## src/rtl/mem_port_arbiter_if.sv

```systemverilog
// Bundle between the three memory requesters, the arbiter and the memory block.
// The master modport is the requester/memory side; the arbiter takes the slave modport.
interface mem_port_arbiter_if #(
  parameter int ADDR_W = 16,
  parameter int DATA_W = 16
);
  logic [2:0]        req;
  logic [2:0]        we;
  logic [ADDR_W-1:0] addr0;
  logic [ADDR_W-1:0] addr1;
  logic [ADDR_W-1:0] addr2;
  logic [DATA_W-1:0] wdata0;
  logic [DATA_W-1:0] wdata1;
  logic [DATA_W-1:0] wdata2;
  logic [2:0]        gnt;
  logic [2:0]        done;
  logic [DATA_W-1:0] rdata;
  logic              busy;
  logic              mem_en;
  logic              mem_we;
  logic [ADDR_W-1:0] mem_addr;
  logic [DATA_W-1:0] mem_wdata;
  logic [DATA_W-1:0] mem_rdata;

  modport master (
    output req, we, addr0, addr1, addr2, wdata0, wdata1, wdata2, mem_rdata,
    input  gnt, done, rdata, busy, mem_en, mem_we, mem_addr, mem_wdata
  );

  modport slave (
    input  req, we, addr0, addr1, addr2, wdata0, wdata1, wdata2, mem_rdata,
    output gnt, done, rdata, busy, mem_en, mem_we, mem_addr, mem_wdata
  );
endinterface

```

## src/rtl/mem_port_arbiter.sv

```systemverilog
// Round-robin arbiter sharing the single-port memory between fetch, load/store
// and display readers; one access in flight, fixed MEM_LAT read latency.
module mem_port_arbiter #(
  parameter int ADDR_W  = 16,
  parameter int DATA_W  = 16,
  parameter int MEM_LAT = 1
) (
  input  logic             clk,
  input  logic             reset,
  mem_port_arbiter_if.slave bus
);

  typedef enum logic [1:0] {IDLE, ISSUE, WAIT, DONE} state_t;

  localparam logic [1:0] LAT_INIT = 2'(MEM_LAT - 1);

  state_t            state;
  state_t            state_nxt;
  logic [1:0]        ptr;
  logic [1:0]        win;
  logic [1:0]        cnt;
  logic [1:0]        cand1;
  logic [1:0]        cand2;
  logic [1:0]        pick;
  logic              we_q;
  logic [ADDR_W-1:0] addr_q;
  logic [ADDR_W-1:0] addr_sel;
  logic [DATA_W-1:0] wdata_q;
  logic [DATA_W-1:0] wdata_sel;
  logic [DATA_W-1:0] rdata_q;

  function automatic logic [1:0] inc3(input logic [1:0] p);
    return (p == 2'd2) ? 2'd0 : p + 2'd1;
  endfunction

  // Search order ptr+1, ptr+2, ptr; the last candidate is taken only when it is the sole requester.
  assign cand1 = inc3(ptr);
  assign cand2 = inc3(cand1);
  assign pick  = bus.req[cand1] ? cand1 : (bus.req[cand2] ? cand2 : ptr);

  always_comb begin
    // NOTE: every output of a combinational block gets a default first so no path infers a latch.
    addr_sel  = bus.addr0;
    wdata_sel = bus.wdata0;
    case (pick)
      2'd1: begin
        addr_sel  = bus.addr1;
        wdata_sel = bus.wdata1;
      end
      2'd2: begin
        addr_sel  = bus.addr2;
        wdata_sel = bus.wdata2;
      end
      default: ;
    endcase
  end

  always_ff @(posedge clk or posedge reset) begin
    // NOTE: sequential state uses non-blocking assignments so all registers update together at the edge.
    if (reset) state <= IDLE;
    else       state <= state_nxt;
  end

  always_comb begin
    state_nxt   = state;
    bus.gnt     = 3'b000;
    bus.done    = 3'b000;
    bus.mem_en  = 1'b0;
    bus.mem_we  = 1'b0;
    case (state)
      IDLE: if (|bus.req) state_nxt = ISSUE;
      ISSUE: begin
        bus.gnt    = 3'b001 << win;
        bus.mem_en = 1'b1;
        bus.mem_we = we_q;
        state_nxt  = WAIT;
      end
      WAIT: if (cnt == 2'd0) state_nxt = DONE;
      DONE: begin
        bus.done  = 3'b001 << win;
        state_nxt = IDLE;
      end
      default: state_nxt = IDLE;
    endcase
  end

  always_ff @(posedge clk or posedge reset) begin
    if (reset) begin
      ptr     <= 2'd2;
      win     <= 2'd0;
      cnt     <= 2'd0;
      we_q    <= 1'b0;
      addr_q  <= '0;
      wdata_q <= '0;
      rdata_q <= '0;
    end else begin
      case (state)
        IDLE: if (|bus.req) begin
          win     <= pick;
          ptr     <= pick;
          we_q    <= bus.we[pick];
          addr_q  <= addr_sel;
          wdata_q <= wdata_sel;
        end
        ISSUE: cnt <= LAT_INIT;
        WAIT: begin
          if (cnt == 2'd0) begin
            if (!we_q) rdata_q <= bus.mem_rdata;
          end else begin
            cnt <= cnt - 2'd1;
          end
        end
        default: ;
      endcase
    end
  end

  // Address and write data stay on the latched values outside ISSUE.
  assign bus.busy      = (state != IDLE);
  assign bus.rdata     = rdata_q;
  assign bus.mem_addr  = addr_q;
  assign bus.mem_wdata = wdata_q;

endmodule

```

## src/flat_wrapper.sv

```systemverilog
// flat-port wrapper written by rule: the top's interface ports become plain ports
module mem_port_arbiter_flat 
#(
  parameter int ADDR_W  = 16,
  parameter int DATA_W  = 16,
  parameter int MEM_LAT = 1
)
  (clk, reset, bus_req, bus_we, bus_addr0, bus_addr1, bus_addr2, bus_wdata0, bus_wdata1, bus_wdata2, bus_mem_rdata, bus_gnt, bus_done, bus_rdata, bus_busy, bus_mem_en, bus_mem_we, bus_mem_addr, bus_mem_wdata);
  mem_port_arbiter_if #(.ADDR_W(ADDR_W), .DATA_W(DATA_W)) bus_i ();
  input  logic clk;
  input  logic reset;
  input wire logic [$bits(bus_i.req)-1:0] bus_req;
  input wire logic [$bits(bus_i.we)-1:0] bus_we;
  input wire logic [$bits(bus_i.addr0)-1:0] bus_addr0;
  input wire logic [$bits(bus_i.addr1)-1:0] bus_addr1;
  input wire logic [$bits(bus_i.addr2)-1:0] bus_addr2;
  input wire logic [$bits(bus_i.wdata0)-1:0] bus_wdata0;
  input wire logic [$bits(bus_i.wdata1)-1:0] bus_wdata1;
  input wire logic [$bits(bus_i.wdata2)-1:0] bus_wdata2;
  input wire logic [$bits(bus_i.mem_rdata)-1:0] bus_mem_rdata;
  output wire logic [$bits(bus_i.gnt)-1:0] bus_gnt;
  output wire logic [$bits(bus_i.done)-1:0] bus_done;
  output wire logic [$bits(bus_i.rdata)-1:0] bus_rdata;
  output wire logic [$bits(bus_i.busy)-1:0] bus_busy;
  output wire logic [$bits(bus_i.mem_en)-1:0] bus_mem_en;
  output wire logic [$bits(bus_i.mem_we)-1:0] bus_mem_we;
  output wire logic [$bits(bus_i.mem_addr)-1:0] bus_mem_addr;
  output wire logic [$bits(bus_i.mem_wdata)-1:0] bus_mem_wdata;
  assign bus_i.req = bus_req;
  assign bus_i.we = bus_we;
  assign bus_i.addr0 = bus_addr0;
  assign bus_i.addr1 = bus_addr1;
  assign bus_i.addr2 = bus_addr2;
  assign bus_i.wdata0 = bus_wdata0;
  assign bus_i.wdata1 = bus_wdata1;
  assign bus_i.wdata2 = bus_wdata2;
  assign bus_i.mem_rdata = bus_mem_rdata;
  assign bus_gnt = bus_i.gnt;
  assign bus_done = bus_i.done;
  assign bus_rdata = bus_i.rdata;
  assign bus_busy = bus_i.busy;
  assign bus_mem_en = bus_i.mem_en;
  assign bus_mem_we = bus_i.mem_we;
  assign bus_mem_addr = bus_i.mem_addr;
  assign bus_mem_wdata = bus_i.mem_wdata;
  mem_port_arbiter #(.ADDR_W(ADDR_W), .DATA_W(DATA_W), .MEM_LAT(MEM_LAT)) u_core (.clk(clk), .reset(reset), .bus(bus_i));
endmodule
```

## config.mk

```make
export PLATFORM = sky130hd
export DESIGN_NAME = mem_port_arbiter_flat
export DESIGN_NICKNAME = d
export VERILOG_FILES = /design/src/rtl/mem_port_arbiter_if.sv /design/src/rtl/mem_port_arbiter.sv /design/src/flat_wrapper.sv
export SDC_FILE = /design/constraint.sdc
export NUM_CORES = 1
export LEC_CHECK = 0
export CORE_UTILIZATION = 38
export DETAILED_ROUTE_END_ITERATION = 7
export PLACE_DENSITY_LB_ADDON = 0.08
export SYNTH_ARGS = -nofsm -noshare
export SYNTH_HDL_FRONTEND = slang
export SYNTH_SLANG_ARGS = --single-unit
export TNS_END_PERCENT = 5
```

## constraint.sdc

```tcl
create_clock -name clk -period 2.7 [get_ports clk]
set_input_delay 0.54 -clock clk [delete_from_list [all_inputs] [get_ports clk]]
set_output_delay 0.54 -clock clk [all_outputs]
set_load 0.05 [all_outputs]
```

## After elaboration in Yosys (flattened, before gate mapping)

Cells that the tools add are included.
W data, S select, Z words.

- Register bits: 57
- Word-level logic and storage cells: 56
- Output and inout bits: 57
- Bits of input ports: 120

- Mux-type cells: 21
- Add/sub/neg operators: 3
- Reductions and logical operators: 9
- Bitwise operators: 1
- Shift operators: 1
- $lt $le $gt $ge: 3
- Eq/ne operators: 10

Operators with widths:

| kind | number |
|---|---|
| $pmux W16 S2 | 2 |
| $mux W2 | 7 |
| $eq A2 B2 Y1 const B | 5 |
| $lt A2 B3 Y1 const B | 3 |
| $pmux W2 S4 | 1 |
| $bmux W1 S2 | 3 |
| $mux W3 | 2 |
| $reduce_and A2 Y1 | 3 |
| $mux W1 | 5 |
| $add A2 B1 Y2 const B | 2 |
| $eq A2 B1 Y1 const B | 2 |
| $logic_not A2 Y1 | 2 |
| $ne A2 B1 Y1 const B | 2 |
| $pmux W2 S2 | 1 |
| $reduce_bool A2 Y1 | 2 |
| $reduce_and A3 Y1 | 1 |
| $reduce_or A3 Y1 | 1 |
| $shl A1 B2 Y3 const A | 1 |
| $ne A2 B2 Y1 const B | 1 |
| $sub A2 B1 Y2 const B | 1 |
| $not A1 Y1 | 1 |

## Logic depth before layout (Yosys ltp)

Gate-level depths: netlist of the first run.

- Depth after elaboration: 10
- Depth in mapped cells: 10
- Gate-level depth less buffers: 9

## Worst setup path before layout of the first run

OpenSTA, ideal clock, no wires.

- Path kind: reg2out
- Start: register u_core.state[1]
- End: output bus_gnt[0]
- Required time: 2.160 ns
- Arrival time: 2.204 ns
- Stages on the path, launching flop included: 4
- Path buffers: 0
- Path slack: -0.044 ns
- Cell sequence: dfrtp_1 inv_1 ha_1 nor3b_1

- Word-level cells in the longest chain between the ends: 2

Ends and longest elaborated chain:

| item | RTL line | source |
|---|---|---|
| start, declared | mem_port_arbiter.sv:17 | `state_t state;` |
| start signal, assigned | mem_port_arbiter.sv:61 | `else state <= state_nxt;` |
| $eq A2 B1 Y1 | mem_port_arbiter.sv:70 | `case (state)` |
| $mux W3 | mem_port_arbiter.sv:70 |  |
| end, declared | flat_wrapper.sv:21 | `output wire logic [$bits(bus_i.gnt)-1:0] bus_gnt;` |

No other way between the ends.

## Final worst setup path of the first run

- Start: register u_core.win[0]
- End: output bus_done[1]

- Word-level cells in the longest chain between the ends: 2

Ends and longest elaborated chain:

| item | RTL line | source |
|---|---|---|
| start, declared | mem_port_arbiter.sv:20 | `logic [1:0] win;` |
| start signal, assigned | mem_port_arbiter.sv:99 | `win <= pick;` |
| $shl A1 B2 Y3 | mem_port_arbiter.sv:80 | `bus.done = 3'b001 << win;` |
| $mux W3 | mem_port_arbiter.sv:70 |  |
| end, declared | flat_wrapper.sv:22 | `output wire logic [$bits(bus_i.done)-1:0] bus_done;` |

No other way between the ends.

==> results of run 1 <==
metal layers:
layer | GRT usage (%) | share of wire (%)
met5 | 0 | 0
met4 | 6.720 | 2.3
met3 | 4.907 | 6.7
met2 | 35.90 | 48
met1 | 28.21 | 43
power groups by stage:
stage / clock network (W) / registers, W / logic, W
3_5_place_dp: 0 / 0.00148 / 0.00409
5_1_grt: 0.000557 / 0.00152 / 0.00440
4_1_cts: 0.000513 / 0.00146 / 0.00410
6_report: 0.000500 / 0.00146 / 0.00410
3_3_place_gp: 0 / 0.00145 / 0.00405
2_1_floorplan: 0 / 0.00259 / 0.00164
final timing paths:
path / start / slack, ns / end / cells after the start
setup / recovery: u_core.win[0] / 0.15 / bus_done[1] / 3
hold / removal: u_core.bus.mem_addr[11] / 0.48 / u_core.bus.mem_addr[11] / 2
setup reg to reg: u_core.win[0] / 0.50 / u_core.bus.mem_addr[12] / 10
hold reg to reg: u_core.bus.mem_addr[11] / 0.48 / u_core.bus.mem_addr[11] / 2
max in group asynchronous: reset / 1.55 / u_core.bus.mem_wdata[9] / 3
min in group asynchronous: reset / 0.58 / u_core.state[0] / 2
cell families after synthesis:
family,synth area share [%]
fa+ha+maj,2.979
simple gates,12.98
mux,7.744
buf+inv,5.660
compound gates,22.94
flops,47.70
critical path: stages, from the launching register on:
cell,delay (ns)
dfrtp_1,0.50
inv_1,0.17
nor3b_1,0.20
clkdlybuf4s50_1,0.83
final cells by class:
class	count	area (um2)	area share, %
inverters	9	33.78	0.6827
multi-input cells	226	1389	28.07
repair buffers	185	1899	38.38
clock buffers	8	100.1	2.023
flip-flops and latches	56	1403	28.34
well taps	99	123.9	2.503
what timing repair did:
item,in CTS,in global routing
hold buffers,0,0
setup endpoints to repair,0,5
gates resized for setup,0,4
setup buffers,0,0
sequential cells by signal, summed over array words and instances (netlist names):
signal / cells
u_core.win: 2
u_core.bus.rdata: 16
u_core.ptr: 1
u_core.we_q: 1
u_core.bus.mem_wdata: 16
u_core.state: 2
u_core.bus.mem_addr: 16
u_core.cnt: 2
through the flow:
| stage | instances | setup TNS (ns) | power [W] | hold WS [ns] |
|---|---|---|---|---|
| 2_1_floorplan | 313 | -0.04285 | 0.004230 | 0.4498 |
| 3_3_place_gp | 575 | 0 | 0.005500 | 0.4611 |
| 3_5_place_dp | 575 | -0.08320 | 0.005570 | 0.4699 |
| 4_1_cts | 583 | 0 | 0.006078 | 0.4914 |
| 5_1_grt | 583 | 0 | 0.006481 | 0.5168 |
| 6_report | 583 | 0 | 0.006056 | 0.4848 |
cells in the mapped netlist:
master | count | share of area (%)
buf_4 | 3 | 0.77
inv_1 | 9 | 1.1
a21boi_0 | 1 | 0.26
and2_1 | 1 | 0.21
dfrtp_1 | 55 | 47
nor3b_1 | 4 | 1.0
o221ai_1 | 2 | 0.60
a21oi_1 | 35 | 6.0
nor3_2 | 1 | 0.34
buf_2 | 6 | 1.0
mux2i_1 | 1 | 0.34
buf_6 | 2 | 0.77
nor2_1 | 37 | 4.7
a221o_1 | 1 | 0.34
buf_12 | 1 | 0.68
o21bai_1 | 1 | 0.26
a32oi_1 | 1 | 0.30
a22oi_1 | 33 | 8.4
mux2_4 | 10 | 5.1
dfstp_2 | 1 | 0.89
or2b_1 | 1 | 0.26
o22a_2 | 1 | 0.34
nor2b_1 | 1 | 0.21
ha_1 | 7 | 3.0
and3_1 | 2 | 0.43
nand2_1 | 40 | 5.1
buf_1 | 2 | 0.26
or2_1 | 1 | 0.21
clkbuf_1 | 8 | 1.0
nand2b_4 | 1 | 0.47
mux2_2 | 6 | 2.3
o21ai_0 | 38 | 6.5
==> run_results.csv, run 1 <==
group,metric,value,unit
clock_network,cts_num_sinks,56,
job,cap_violations,0,
sta,min_period_over_period,94.30,%
logic_synthesis,synth_cells,313,
layout,final_area,4949,um2
sta,tightest_slew,0.5466,ns
layout,area_growth,68.30,%
routing,drtAntennaViolNets,0,
routing,wl_per_cell,14.69,um
placement,place_hpwl,6377,um
floorplanning,rows,31,
floorplanning,dieArea,8094,um2
logic_synthesis,ys_ff_latch,56,
power,p_leak,2.106,nW
layout,finalNetCount,610,
clock_network,cts_max_path_buffers,2,
sta,hold_viol,0,
routing,vias_per_cell,4.993,
layout,post-route-util,67.15,%
sta,fin_ws,0.1539,ns
layout,n_antenna_cell,0,
sta,max_freq,392.8,MHz
power,seqPwrFrac,24.1,%
routing,wirelength,8564,um
global_routing,antenna_found_initial,0,
sta,slew_viol_final,0,
sta,rsz0062_at_grt,"no",
layout,layout_common_cells,"clkdlybuf4s50_1 (173), dfrtp_1 (55), nand2_1 (40), o21ai_0 (38), nor2_1 (37)",
setup_path,path_class,"reg2out",
placement,dpl_cell_area,4831,um2
sta,slew_headroom,63.45,%
setup_path,cp-start-kind,"flop",
clock_network,root_buffer,"clkbuf_8",
routing,drc,0,
routing,dr.pass1.iters,4,
logic_synthesis,yosysSeqAreaShare,47.70,%
power,swShare,49.63,%
clock_network,clock_latency,0.30,ns
placement,gp_congestion,0.8444,
routing,vias,2911,
logic_synthesis,syn_area,2940,um2
clock_network,cts_buffers,5,
global_routing,grt_pass1_vias,2754,
floorplanning,start_util,39.90,%
placement,pre_cts_slack,-0.05266,ns
placement,port_buffers,176,
setup_path,cp.required,2.16,ns
global_routing,grtUsageTotal,21.65,%
clock_network,cts_tree,"done",
logic_synthesis,ys_warn_count,0,
power,p_sw,0.003006,W
logic_synthesis,ys_types,32,
sta,finClkSkew,0.009908,ns
power,clockPowerShare,8.3,%
hold_path,hold_class,"reg2reg",
global_routing,grt_start_max_net_pins,48,
setup_path,crit_fanout,8,
power,p_int,0.003050,W
layout,nFillCells,607,
global_routing,grt_overflow,0,
power,power_density,1224,nW/um2
global_routing,grt_pass1_wl,14060,um
sta,min_period,2.546,ns
run_status,status,"finished clean",
floorplanning,pin_count,177,
clock_network,clk_pin_slew,0.10,ns
logic_synthesis,avgSynthCellArea,9.394,um2
routing,drt_iter0_drc,83,
setup_path,cp-end-kind,"primary output",
layout,final_common_cell,"clkdlybuf4s50_1",
floorplanning,fp.dieW,89.97,um
floorplanning,die_y,89.97,um
clock_network,h-tree-depth,2,
floorplanning,coreArea,7370,um2
logic_synthesis,synth_nets,440,
power,comb_power_share,67.6,%
sta,finalSetupViolations,0,
layout,final_layout_size_suffix_gt1_share,8.058,%
setup_path,cp_data_arrival_time,2.01,ns
power,ir_drop,0.6473,mV
Note: power is estimated with default switching activity, not from simulation.
==> run 2: changes to the inputs <==
--- a/config.mk
+++ b/config.mk
@@ -7,7 +7,9 @@
 export LEC_CHECK = 0
 export CORE_UTILIZATION = 38
 export DETAILED_ROUTE_END_ITERATION = 7
+export MAX_ROUTING_LAYER = met4
 export PLACE_DENSITY_LB_ADDON = 0.08
+export SLEW_MARGIN = 15
 export SYNTH_ARGS = -nofsm -noshare
 export SYNTH_HDL_FRONTEND = slang
 export SYNTH_SLANG_ARGS = --single-unit
==> run 2 against run 1 <==
Effect of this change: clock-buffer cell count unchanged; combinational power hardly changed; core utilization is the same; global-route usage rose by 0.58 points; routed wire length decreased by 0.22%; clock power about the same; critical path type unchanged; largest power group unchanged; highest routed layer unchanged.
==> run_results.csv, run 2 (synthesized netlist as in run 1, its figures left out) <==
group,metric,value,unit
global_routing,grt_pass1_vias,2751,
clock_network,root_buffer,"clkbuf_8",
clock_network,h-tree-depth,2,
layout,final_layout_size_suffix_gt1_share,8.058,%
floorplanning,coreArea,7370,um2
routing,drt-met1-wl,3753,um
sta,rsz0062_at_grt,"no",
power,ir_drop,0.6475,mV
clock_network,ctsHoldBuffers,0,
global_routing,antenna_found_initial,0,
clock_network,clk_pin_slew,0.10,ns
sta,max_freq,392.7,MHz
placement,place_hpwl,6377,um
floorplanning,start_util,39.90,%
floorplanning,dieArea,8094,um2
sta,min_period,2.546,ns
power,total_power,0.006060,W
routing,drc,0,
floorplanning,fp.dieW,89.97,um
clock_network,cts_buffers,5,
layout,finalNetCount,610,
power,p_leak,2.106,nW
sta,hold_viol,0,
sta,slew_headroom,63.41,%
setup_path,cp.required,2.16,ns
layout,area_growth,68.30,%
sta,min_period_over_period,94.31,%
sta,finClkSkew,0.008338,ns
sta,tightest_slew,0.5471,ns
layout,layout_common_cells,"clkdlybuf4s50_1 (173), dfrtp_1 (55), nand2_1 (40), o21ai_0 (38), nor2_1 (37)",
routing,dr_wl_met2,4055,um
setup_path,cp-end-kind,"primary output",
placement,pre_cts_slack,-0.05266,ns
placement,gp_congestion,0.8576,
clock_network,cts_tree,"done",
sta,fin_ws,0.1536,ns
global_routing,grt_pass1_wl,14070,um
floorplanning,rows,31,
clock_network,cts_max_path_buffers,2,
setup_path,path_class,"reg2out",
setup_path,cp-start-kind,"flop",
setup_path,cp_data_arrival_time,2.01,ns
clock_network,cts_setup_buffers,0,
routing,drt_iter0_drc,72,
job,cap_violations,0,
placement,port_buffers,176,
routing,wirelength,8545,um
routing,vias_per_cell,4.966,
run_status,status,"finished clean",
layout,post-route-util,67.15,%
routing,drtAntennaViolNets,0,
layout,n_antenna_cell,0,
global_routing,grt_start_max_net_pins,48,
floorplanning,die_y,89.97,um
floorplanning,pin_count,177,
setup_path,crit_fanout,6,
sta,slew_viol_final,0,
hold_path,hold_class,"reg2reg",
power,power_density,1225,nW/um2
routing,top_layer,"met4",
clock_network,clock_latency,0.30,ns
routing,dr.pass1.iters,4,
routing,wl_met3,537,um
clock_network,cts_num_sinks,56,
setup_path,r2r_cells,10,
setup_path,r2r_slack,0.51,ns
routing,wl_per_cell,14.66,um
global_routing,grt_overflow,0,
routing,vias,2895,
sta,finalSetupViolations,0,
layout,final_common_cell,"clkdlybuf4s50_1",
global_routing,grtUsageTotal,22.23,%
clock_network,ctsResizeCount,0,
hold_path,min_path_cells,2,
run 2: cell counts in the layout (fill, tap and decap cells not counted):
Identical to the previous run, type by type.
run 2: critical path, stage by stage (launching register included):
cell,delay (ns)
dfrtp_1,0.41
inv_1,0.11
ha_1,0.25
and2_1,0.14
clkdlybuf4s50_1,0.79
run 2: worst paths after layout:
| kind | start | end |
|---|---|---|
| setup reg to reg | u_core.win[0] | u_core.bus.mem_addr[12] |
| hold reg to reg | u_core.bus.mem_addr[2] | u_core.bus.mem_addr[2] |
| max in group asynchronous | reset | u_core.bus.mem_wdata[9] |
| setup / recovery | u_core.state[1] | bus_mem_we |
| min in group asynchronous | reset | u_core.state[0] |
| hold / removal | u_core.bus.mem_addr[2] | u_core.bus.mem_addr[2] |
run 2: layer usage:
metal	vias to the layer above	GRT usage [%]
met4	0	6.720
li1	1436	-
met1	1323	28.10
met5	-	-
met2	122	36.15
met3	14	4.484
run 2: layout make-up:
cell class,count,area (um2)
Timing Repair Buffer,185,1899
Inverter,9,33.78
Sequential cell,56,1403
Clock buffer,8,100.1
Tap cell,99,123.9
Multi-Input combinational cell,226,1389
Fill cell,607,2421
run 2: power breakdown:
part / switching (W) / internal (W) / leakage (nW) / total [W]
Combinational: 0.00251 / 0.00159 / 1.36 / 0.00410
Sequential: 0.000231 / 0.00123 / 0.693 / 0.00146
Clock: 0.000267 / 0.000235 / 0.0515 / 0.000502
run 2: stage by stage:
stage	area, um2	hold slack [ns]	TNS [ns]	cells
3_5_place_dp	4831	0.4699	-0.08320	575
6_report	4949	0.4840	0	583
4_1_cts	4931	0.4914	0	583
3_3_place_gp	4831	0.4611	0	575
5_1_grt	4949	0.5168	0	583
2_1_floorplan	2945	0.4498	-0.04285	313
==> variant (settings of run 2) <==
Re-encode `state_t` (4 states) as one-hot, 4 bits wide.
--- a/src/rtl/mem_port_arbiter.sv
+++ b/src/rtl/mem_port_arbiter.sv
@@ -10,7 +10,7 @@
   mem_port_arbiter_if.slave bus
 );
 
-  typedef enum logic [1:0] {IDLE, ISSUE, WAIT, DONE} state_t;
+  typedef enum logic [3:0] {IDLE = 4'b0001, ISSUE = 4'b0010, WAIT = 4'b0100, DONE = 4'b1000} state_t;
 
   localparam logic [1:0] LAT_INIT = 2'(MEM_LAT - 1);
 
Check against the original RTL: no difference found for any inputs over 10 cycles, from zero or initial values and one cycle with reset high; not proved beyond that.
==> variant against run 2 <==
  * Largest power group unchanged
  * Count of clock-buffer cells in the layout rose by 2
  * Final cell count rose by 2.9%
  * Register-to-register slack improved by 0.09 ns
  * Via count rose by 3.5%
  * Area after synthesis rose by 1.0%
  * Critical endpoint is now bus_busy
  * Routed wire length rose by 4.4%
  * Synthesized cell count rose by 3.2%
  * Cell area rose by 3.4%
  * Worst setup slack improved by 0.13 ns
  * Sequential share of layout area rose by 0.081 points
  * Power rose by 7.5%
  * Sequential cell count rose by 2
  * Clock power rose by 94%
==> variant: results (changes against run 2) <==
Outcome
  – Status: finished, final reports clean

Setup path
  – Crit. Startpoint: u_core.state[0]
  – Worst path max stage delay: 0.71 ns (-0.08 ns)
  – R2R Path End: u_core.bus.mem_wdata[2]
  – Worst path arrival time: 1.88 ns (-0.13 ns)
  – Worst reg2reg setup slack: 0.60 ns (+0.09 ns)
  – Crit path max fanout: 5 (-1)
  – Register-to-Register Path Depth: 9 (-1)

Pwr
  – P_int: 3.42 mW (+12%)
  – Lkg Pwr: 2.16 nW (+2.7%)
  – Maximum vdd ir drop: 640 µV (-1.1%)

Placement
  – Place WS: 0.103 ns (+0.156 ns)
  – Final Wtd Congestion: 0.824 (-4.0%)
  – Post-DP HPWL: 6590 µm (+3.4%)
  – Placed Area: 4870 µm² (+0.85%)

Hold path
  – WHS Endpoint: u_core.bus.mem_addr[3]
  – HP Start: u_core.bus.mem_addr[3]

Global routing
  – GRT Resource Usage Total: 0.235 (+0.0131)
  – First-pass GRT wire length: 14600 µm (+4.1%)
  – Vias in the first global route: 2937 (+6.8%)

Detailed routing
  – Initial drt markers: 74 (+2.8%)
  – WL/cell: 14.9 µm (+1.5%)
  – Vias per cell: 5.00 (+0.59%)

Layout
  – Ratio of cells with drive above 1 in the final layout: 0.114 (+0.0332)

Clock tree
  – Clk root buf: clkbuf_8
  – Total CTS buffers: 9 (+4)
  – Worst-path clk slew: 0.07 ns (-0.03 ns)
  – Skew-Pair Late Insertion Delay: 0.32 ns (+0.02 ns)

Timing
  – Rel. slew slack: 0.616 (-0.0180)
  – Clock skew: 0.00924 ns (+0.000906 ns)

Logic synthesis
  – Yosys cell types: 35 (+9.4%)
  – Sequential fraction of the synthesis area: 0.489 (+0.0124)
  – Area contributors post-synth: dfrtp_1, a22oi_1, o21ai_0
  – Syn_nets: 446 (+1.4%)
## variant: changes by cell type after synthesis, moves of 2 or more
| cell | change |
|---|---|
| o221ai_1 | -2 |
| nor2_1 | +3 |
| nor3b_1 | -4 |
| inv_1 | +2 |
| nand2b_1 | +5 |
| buf_2 | -5 |
| nor3_1 | +2 |
| clkbuf_1 | +7 |
| and3_1 | -2 |
| ha_1 | -4 |
| o21a_1 | +2 |
| a31oi_1 | +2 |
| nand3_1 | +3 |
## variant: final cells by class
| type | instances | area, µm² |
|---|---|---|
| clock inverter | 6 | 115 |
| inverter | 11 | 41.3 |
| sequential | 58 | 1450 |
| clock buffer | 10 | 128 |
| multi-input combinational | 232 | 1380 |
| timing repair buffer | 184 | 1880 |
| fill | 607 | 2290 |
| tap | 99 | 124 |
## variant: power by group through the flow
stage / Sequential (mW) / Clock (mW) / Combinational (mW)
floorplan: 2.64 / 0 / 1.54
global placement: 1.51 / 0 / 3.98
detailed placement: 1.53 / 0 / 4.03
CTS: 1.52 / 0.996 / 4.05
global route: 1.57 / 1.04 / 4.32
finish: 1.52 / 0.972 / 4.02
## variant: worst max-delay path by stage
stage | endpoint | slack (ns)
3_5_place_dp | u_core.bus.mem_wdata[11] | 0.10
4_1_cts | bus_busy | 0.26
6_report | bus_busy | 0.28
2_1_floorplan | bus_done[0] | 0.02
3_3_place_gp | u_core.bus.mem_wdata[7] | 0.17
5_1_grt | bus_busy | 0.18
## variant: kinds of logic (layout without fill, tap and decap cells)
family | count (synthesis) | in the layout | share of synthesized area
compound gates | 113 | 113 | 0.224
simple gates | 99 | 99 | 0.148
flops | 58 | 58 | 0.489
buf+inv | 33 | 211 | 0.0497
mux | 16 | 16 | 0.0733
fa+ha+maj | 3 | 3 | 0.0126
xor+xnor | 1 | 1 | 0.00295
## variant: per-layer routing
metal  wire length (µm)  share of wire  GRT usage  up-vias
li1                   -              -          -     1473
met5                  0              0          -        -
met4                159          0.018     0.0887        0
met3                668          0.075     0.0614       11
met2               4400           0.49      0.389      131
met1               3700           0.41      0.275     1382
## variant: worst register-to-register path: cells and delay by family, from the launching register on
kind	cells	cell delay [ns]
and+or+nand+nor	3	0.28
DFF	1	0.58
adders and majority gates	1	0.31
AOI/OAI and AO/OA	4	0.61
buffers and inverters	1	0.20
## variant: stage by stage
step           hold slack, ns  instances
6_report                0.478        600
2_1_floorplan           0.459        323
3_5_place_dp            0.469        584
3_3_place_gp            0.461        584
5_1_grt                 0.497        600
4_1_cts                 0.484        600
